<file path="config.mk">
export PLATFORM = sky130hd
export DESIGN_NAME = mem_port_arbiter
export DESIGN_NICKNAME = d
export VERILOG_FILES = /design/src/rtl/rv32_mem_pkg.sv /design/src/rtl/mem_arb_picker.sv /design/src/rtl/mem_port_arbiter.sv
export SDC_FILE = /design/constraint.sdc
export NUM_CORES = 1
export LEC_CHECK = 0
export CAP_MARGIN = 20
export CORE_AREA = 2 2 107 109
export CTS_CLUSTER_DIAMETER = 120
export DETAILED_ROUTE_END_ITERATION = 8
export DIE_AREA = 0 0 109 111
export PLACE_DENSITY = 0.71
export REMOVE_ABC_BUFFERS = 1
export SYNTH_ARGS = -nofsm -noshare
export SYNTH_HDL_FRONTEND = slang
export SYNTH_SLANG_ARGS = --single-unit
</file>
<file path="constraint.sdc">
create_clock -name clk -period 1.55 [get_ports clk]
set_input_delay 0.31 -clock clk [delete_from_list [all_inputs] [get_ports clk]]
set_output_delay 0.31 -clock clk [all_outputs]
set_load 0.01 [all_outputs]
</file>
<file path="src/rtl/rv32_mem_pkg.sv">
// Shared types and defaults for the unified-memory port arbiter.
package rv32_mem_pkg;

  typedef enum logic {
    ST_IDLE = 1'b0,
    ST_WAIT = 1'b1
  } state_t;

  // Owner encoding of the outstanding transaction.
  localparam logic OWN_IF = 1'b0;
  localparam logic OWN_D  = 1'b1;

  localparam int DEF_MEM_LAT         = 2;
  localparam int DEF_MAX_DATA_STREAK = 4;

  // Snapshot of the arbiter FSM, exported for observation.
  typedef struct packed {
    state_t state;
    logic   owner;
    logic   is_write;
  } arb_dbg_t;

endpackage

</file>
<file path="src/rtl/mem_arb_picker.sv">
// Combinational requester selection: data first, fetch once the streak limit is hit.
module mem_arb_picker #(
  parameter int STREAK_W        = 3,
  parameter int MAX_DATA_STREAK = 4
) (
  input  logic                if_req_i,
  input  logic                d_req_i,
  input  logic                halt_i,
  input  logic [STREAK_W-1:0] streak_i,
  output logic                sel_if_o,
  output logic                sel_d_o
);

  logic fetch_due;

  // Fetch is owed a turn once data has won MAX_DATA_STREAK times while it waited.
  always_comb begin
    fetch_due = if_req_i && (streak_i == STREAK_W'(MAX_DATA_STREAK));
    sel_if_o  = !halt_i && if_req_i && (!d_req_i || fetch_due);
    sel_d_o   = !halt_i && d_req_i && !fetch_due;
  end

endmodule

</file>
<file path="src/rtl/mem_port_arbiter.sv">
// Single-port memory arbiter between instruction fetch and load/store.
// One transaction in flight; read data returns MEM_LAT cycles after issue.
//
// Handshake: a requester raises req with addr/we/wdata and holds them stable
// until the cycle its gnt is 1; that cycle is the issue cycle and the access
// is on the mem_* outputs combinationally. Dropping req before gnt withdraws
// the request. Exactly MEM_LAT cycles after gnt the requester sees a one-cycle
// rvalid carrying read data (or 0 for a store acknowledge).
module mem_port_arbiter
  import rv32_mem_pkg::*;
#(
  parameter int ADDR_W          = 32,
  parameter int DATA_W          = 32,
  parameter int MEM_LAT         = DEF_MEM_LAT,
  parameter int MAX_DATA_STREAK = DEF_MAX_DATA_STREAK
) (
  input  logic                clk,
  input  logic                rst,
  input  logic                halt,
  input  logic                if_req,
  input  logic [ADDR_W-1:0]   if_addr,
  output logic                if_gnt,
  output logic                if_rvalid,
  output logic [DATA_W-1:0]   if_rdata,
  input  logic                d_req,
  input  logic [ADDR_W-1:0]   d_addr,
  input  logic [DATA_W/8-1:0] d_we,
  input  logic [DATA_W-1:0]   d_wdata,
  output logic                d_gnt,
  output logic                d_rvalid,
  output logic [DATA_W-1:0]   d_rdata,
  output logic                mem_en,
  output logic [DATA_W/8-1:0] mem_we,
  output logic [ADDR_W-1:0]   mem_addr,
  output logic [DATA_W-1:0]   mem_wdata,
  input  logic [DATA_W-1:0]   mem_rdata,
  output logic                busy,
  output arb_dbg_t            dbg_state
);

  localparam int STREAK_W = (MAX_DATA_STREAK < 1) ? 1 : $clog2(MAX_DATA_STREAK + 1);
  localparam int LAT_W    = (MEM_LAT < 2) ? 1 : $clog2(MEM_LAT);

  state_t              state_q, state_d;
  logic                owner_q, owner_d;
  logic                is_write_q, is_write_d;
  logic [LAT_W-1:0]    lat_cnt_q, lat_cnt_d;
  logic [STREAK_W-1:0] streak_q, streak_d;

  logic can_issue;
  logic sel_if;
  logic sel_d;
  logic done;

  // Issue is only possible from IDLE, and never while reset is asserted so
  // that every output reads 0 the moment rst rises.
  assign can_issue = (state_q == ST_IDLE) && !rst;
  assign done      = (state_q == ST_WAIT) && (lat_cnt_q == '0);

  mem_arb_picker #(
    .STREAK_W        (STREAK_W),
    .MAX_DATA_STREAK (MAX_DATA_STREAK)
  ) u_picker (
    .if_req_i (if_req),
    .d_req_i  (d_req),
    .halt_i   (halt || !can_issue),
    .streak_i (streak_q),
    .sel_if_o (sel_if),
    .sel_d_o  (sel_d)
  );

  // State register; reset drops any in-flight transaction.
  always_ff @(posedge clk or posedge rst) begin
    if (rst) begin
      state_q    <= ST_IDLE;
      owner_q    <= OWN_IF;
      is_write_q <= 1'b0;
      lat_cnt_q  <= '0;
      streak_q   <= '0;
    end else begin
      state_q    <= state_d;
      owner_q    <= owner_d;
      is_write_q <= is_write_d;
      lat_cnt_q  <= lat_cnt_d;
      streak_q   <= streak_d;
    end
  end

  // Next-state: latch the winner on issue, count down the memory latency.
  always_comb begin
    state_d    = state_q;
    owner_d    = owner_q;
    is_write_d = is_write_q;
    lat_cnt_d  = lat_cnt_q;
    streak_d   = streak_q;
    case (state_q)
      ST_IDLE: begin
        if (sel_if || sel_d) begin
          state_d    = ST_WAIT;
          lat_cnt_d  = LAT_W'(MEM_LAT - 1);
          owner_d    = sel_d ? OWN_D : OWN_IF;
          is_write_d = sel_d && (d_we != '0);
        end
      end
      ST_WAIT: begin
        if (lat_cnt_q == '0) begin
          state_d = ST_IDLE;
        end else begin
          lat_cnt_d = lat_cnt_q - 1'b1;
        end
      end
      default: state_d = ST_IDLE;
    endcase
    // Streak counts data wins only while fetch is actually waiting.
    if (sel_d) begin
      if (!if_req) begin
        streak_d = '0;
      end else if (streak_q != STREAK_W'(MAX_DATA_STREAK)) begin
        streak_d = streak_q + 1'b1;
      end
    end else if (sel_if) begin
      streak_d = '0;
    end
  end

  // Outputs: memory strobes and grants on issue, response to the owner on completion.
  always_comb begin
    if_gnt    = 1'b0;
    d_gnt     = 1'b0;
    mem_en    = 1'b0;
    mem_we    = '0;
    mem_addr  = '0;
    mem_wdata = '0;
    if_rvalid = 1'b0;
    if_rdata  = '0;
    d_rvalid  = 1'b0;
    d_rdata   = '0;
    if (sel_if) begin
      if_gnt   = 1'b1;
      mem_en   = 1'b1;
      mem_addr = if_addr;
    end else if (sel_d) begin
      d_gnt     = 1'b1;
      mem_en    = 1'b1;
      mem_addr  = d_addr;
      mem_we    = d_we;
      mem_wdata = d_wdata;
    end
    if (done) begin
      if (owner_q == OWN_IF) begin
        if_rvalid = 1'b1;
        if_rdata  = is_write_q ? '0 : mem_rdata;
      end else begin
        d_rvalid = 1'b1;
        d_rdata  = is_write_q ? '0 : mem_rdata;
      end
    end
    busy      = (state_q != ST_IDLE) || sel_if || sel_d;
    dbg_state = '{state: state_q, owner: owner_q, is_write: is_write_q};
  end

endmodule

</file>
==> results of run 1 <==
==> flip-flops by register name, summed over array words and instances, names as in the netlist <==
register,flops
streak_q,3
is_write_q,1
lat_cnt_q,1
owner_q,1
state_q,1
==> placed cells by master, fill, tap and decap left out, types with 7 or more instances in the layout <==
cell             instances
a21oi_1                 11
a21oi_2                 23
and2_1                   7
and2_4                  29
buf_12                  16
buf_2                   52
buf_4                   20
buf_6                  104
buf_8                   10
clkdlybuf4s50_1        132
dfrtp_1                  7
nand2b_1                27
nand3_1                 46
nand3_2                 17
nor2_4                  54
==> per-layer routing <==
metal | share of wire (%) | GRT usage (%)
met1 | 38 | 23.7
met5 | 0 | 0
met3 | 5.4 | 2.47
met2 | 55 | 35.5
met4 | 1.3 | 3.93
==> report_power, final <==
part | leakage [nW] | internal [mW] | total (mW) | switching (mW)
logic | 2.56 | 1.38 | 2.54 | 1.16
clock network | 0.0409 | 0.340 | 0.452 | 0.113
registers | 0.0898 | 0.225 | 0.267 | 0.0421
==> kinds of logic after synthesis <==
family                     count (synthesis)  share of synthesized area (%)
buffers and inverters                     43                           12.2
and+or+nand+nor                          211                           60.9
AOI/OAI and AO/OA                         42                           15.7
adders and majority gates                  2                           1.41
DFF                                        7                           9.84
==> timing repair <==
item / CTS / global route
pin swaps: 49 / 31
gates cloned: 13 / 3
setup endpoints to repair: 145 / 143
buffers inserted: 33 / 12
gates resized for setup: 707 / 205
==> per-stage QoR <==
stage          hold WS, ps  TNS, ps  setup WS (ps)  utilization, %
2_1_floorplan          113   -55080           -684               -
3_3_place_gp           465   -79010           -904            43.4
3_5_place_dp           487   -81190           -916            43.4
4_1_cts                241   -42960           -485            49.1
5_1_grt                253   -47200           -512            56.6
6_report               225   -39420           -445            56.6
==> synthesized netlist by cell type, drive strengths merged <==
cell / number / area [um^2]
a21bo: 1 / 10.0
a21o: 1 / 7.51
a21oi: 34 / 215
a22o: 2 / 17.5
a31oi: 1 / 6.26
a32o: 1 / 10.0
and2: 36 / 225
and3: 2 / 12.5
buf: 18 / 120
clkbuf: 16 / 62.6
dfrtp: 7 / 175
ha: 2 / 25.0
inv: 9 / 33.8
nand2: 4 / 15.0
nand2b: 33 / 206
nand3: 67 / 340
nor2: 64 / 240
nor2b: 1 / 6.26
nor3: 1 / 16.3
nor3b: 1 / 7.51
o21ai: 1 / 5.00
o2bb2ai: 1 / 8.76
or3: 1 / 6.26
or4: 1 / 7.51
==> final cells by class <==
cell class	instances	share of cell area (%)
repair buffers	350	58.7
well taps	143	2.86
flip-flops and latches	7	2.80
multi-input cells	255	33.8
inverters	9	0.579
clock buffers	3	1.20
clock inverters	1	0.0799
==> final timing paths <==
kind                             startpoint            to  cells after the start
max in group asynchronous               rst     lat_cnt_q                      2
worst max register to register  streak_q[0]    is_write_q                      7
worst min register to register    lat_cnt_q       state_q                      2
worst max-delay path            streak_q[0]  mem_addr[19]                      8
min in group clk                  lat_cnt_q       state_q                      2
worst min-delay path                    rst       state_q                      2
==> flow_summary.toml, run 1 <==
[synth]
yosysSeqAreaShare_pct = 9.84
yosysWarnings = 0
netlist_instances = 305
avgSynthCellArea_um2 = 5.84
ys_ff_latch = 7
syn-cell-area_mm2 = 0.00178
ys_types = 30

[sta]
setup_viol = 139
fin_worst_skew_ps = 2.35
post-route-period-util_pct = 129
max_freq_ghz = 0.501
tightest_slew_ps = 291
worst_slack_ps = -445
min_period_ps = 1990
relSlewSlack_pct = 80.6
rsz0062_at_grt = "true"
slew_violations = 0
hold_viol_final = 0

[worst_setup_path]
cp_cell_sequence = "inv_2 > ha_4 > a21bo_4 > buf_12 > buf_12 > nand3_2 > a21oi_2 > buf_2"
arrival_ps = 1680
crit_type = "reg2out"
cpMostUsedCell = "buf_12"
crit_required_ps = 1240
start_kind = "register"
r2r_slack_ps = -10
crit_path_end_kind = "output pin"
worst_path_dominant_cell_family = "buffers and inverters"
cp.buffers_inverters = 4
crit_slowest_cell = "dfrtp_1"
cpPeakStageDelay_ps = 400
critPathMaxFanout = 6

[route]
first_pass_iters = 4
post-route-drc-count = 0
totalWireLength_um = 13500
drtIter0Drc = 164
num_vias = 3516
vias_per_cell = 4.58
wl_per_cell_um = 17.5
ant_nets = 0

[global_routing]
grt_max_degree = 29
grt_pass1_wl_um = 18700
grtUsageTotal_pct = 19.4
grt_pass1_vias = 3514
overflow = 0
antenna_found_initial = 0

[status]
outcome = "finished, violations left"
violations = "negative setup slack"

[power_and_ir_drop]
power_mw = 3.25
p_per_area_mw_per_mm2 = 520
leakagePower_nw = 2.69
ir_worst_vdd_v = 0.000321

[floorplanning]
die_y_um = 111
ios = 278
die_w_um = 109
core-area_mm2 = 0.0111
initial_utilization_pct = 16.1
fp-row-count = 39
dieArea_mm2 = 0.0121

[placed_design]
place_inst = 714
io_buffer_count = 277
dpl_cell_area_mm2 = 0.00481
place.gp.congestion = 0.960
hpwl_um = 8250

[cts]
clkTransAtPathRegs_ps = 40
clk_latency_ps = 240
cts-root-buf = "clkbuf_16"
cts_max_path_buffers = 2
cts_made_buffers = 3
ctsHtreeMaxLevel = 1
ctsHoldBuffers = 0
clkSinkCount = 7
cts_tree = "done"

[worst_hold_path]
min_path_type = "in2async"

[finish]
drive_above_1_share_pct = 58.2
instances_no_fill = 768
nets = 765
regArea_um2 = 175
synthToLayoutAreaGrowth_pct = 252
nFillCells = 939
multi_input_area_mm2 = 0.00212
design_area_mm2 = 0.00626
diodes = 0

[flow_run]
maxCapViolations = 0
Note: power is estimated with default switching activity, not from simulation.
==> run 2: changes to the inputs <==
==> constraint.sdc (replaced) <==
create_clock -name clk -period 1.7 [get_ports clk]
set_input_delay 0.34 -clock clk [delete_from_list [all_inputs] [get_ports clk]]
set_output_delay 0.34 -clock clk [all_outputs]
set_load 0.01 [all_outputs]
==> flow_summary.toml, run 2 (synthesized netlist as in run 1, its figures left out) <==
[sta]
hold_viol_final = 0
slew_violations = 0
worst_slack_ps = -263
rsz0062_at_grt = "true"
relSlewSlack_pct = 78.7
worst_hold_slack_ps = 263
tightest_slew_ps = 320
post-route-period-util_pct = 115
setup_viol = 118
fin_worst_skew_ps = 1.37
min_period_ps = 1960
max_freq_ghz = 0.509
tns_ps = -19000

[finish]
drive_above_1_share_pct = 42.3
largest_register_ff_count = 3
instances_no_fill = 739
utilization_pct = 46.4
final_common_cell = "clkdlybuf4s50_1"
final_cell_mix = "clkdlybuf4s50_1, nor2_1, nand3_1, buf_2, clkdlybuf4s15_2"
nets = 736
design_area_mm2 = 0.00514
synthToLayoutAreaGrowth_pct = 189
largest-register = "streak_q"
diodes = 0

[floorplanning]
die_y_um = 111
dieArea_mm2 = 0.0121
fp-row-count = 39
ios = 278
die_w_um = 109
initial_utilization_pct = 16.1
core-area_mm2 = 0.0111

[route]
drtIter0Drc = 240
ant_nets = 0
post-route-drc-count = 0
totalWireLength_um = 11900
vias_per_cell = 4.55
wl_per_cell_um = 16.1
first_pass_iters = 5
num_vias = 3365

[worst_setup_path]
crit_type = "reg2out"
cpPeakStageDelay_ps = 440
arrival_ps = 1620
cpMostUsedCell = "buf_6"
start_kind = "register"
crit_slowest_cell = "or3_4"
cp.buffers_inverters = 3
cp_cell_sequence = "buf_6 > or3_4 > buf_6 > a21oi_4 > buf_2"
critPathMaxFanout = 8
crit_path_end_kind = "output pin"
crit_required_ps = 1360
worst_path_dominant_cell_family = "buffers and inverters"

[flow_run]
maxCapViolations = 0

[cts]
cts_made_buffers = 3
clk_latency_ps = 240
clkSinkCount = 7
clkTransAtPathRegs_ps = 40
ctsHoldBuffers = 0
cts-root-buf = "clkbuf_16"
cts_tree = "done"
ctsHtreeMaxLevel = 1
cts_max_path_buffers = 2

[placed_design]
place_inst = 714
hpwl_um = 8290
post-place-ws_ps = -834
place.gp.congestion = 0.961
io_buffer_count = 277
dpl_cell_area_mm2 = 0.00481

[global_routing]
grt_max_degree = 29
grtUsageTotal_pct = 17.9
overflow = 0
antenna_found_initial = 0
grt_pass1_wl_um = 17300
grt_pass1_vias = 3292

[worst_hold_path]
min_path_type = "in2async"

[status]
violations = "negative setup slack"
outcome = "finished, violations left"

[power_and_ir_drop]
leakagePower_nw = 2.27
p_per_area_mw_per_mm2 = 456
ir_worst_vdd_v = 0.000293
power_mw = 2.34
[run 2: routing by layer]
metal	vias up	GRT usage, %	wire [um]
met3	20	2.47	813
met5	-	0	0
met1	1572	21.7	4610
li1	1588	-	-
met4	0	4.02	200
met2	185	32.8	6290
[run 2: what timing repair did]
item	in CTS	in global routing
setup buffers	7	8
pin swaps	10	7
endpoints found under the setup margin	138	139
gates cloned	8	3
gates resized for setup	499	87
[run 2: final timing paths]
path | depth (start not counted) | slack [ps] | end | start
setup / recovery | 5 | -260 | mem_addr[12] | state_q
hold / removal | 2 | 260 | streak_q[1] | rst
min in group clk | 2 | 520 | state_q | lat_cnt_q
max in group asynchronous | 2 | 1200 | streak_q[2] | rst
hold reg to reg | 2 | 520 | state_q | lat_cnt_q
setup reg to reg | 7 | 200 | streak_q[0] | streak_q[0]
[run 2: worst reg2reg max path, delay by kind of cell, from the launching register on]
kind / cells / cell delay, ps
buffers and inverters: 3 / 360
and+or+nand+nor: 2 / 290
adders and majority gates: 1 / 160
DFF: 1 / 390
AOI/OAI and AO/OA: 1 / 180
[run 2: final cells by class]
cell class	instances	area, um^2
timing repair buffer	321	3030
clock inverter	1	5.00
inverter	9	33.8
multi-input combinational	255	1650
sequential	7	175
fill	1107	5930
clock buffer	3	75.1
tap	143	179
[run 2: power breakdown]
part	switching (mW)	total (mW)	internal, mW
sequential	0.0345	0.239	0.205
combinational	0.737	1.69	0.949
clock	0.109	0.419	0.310
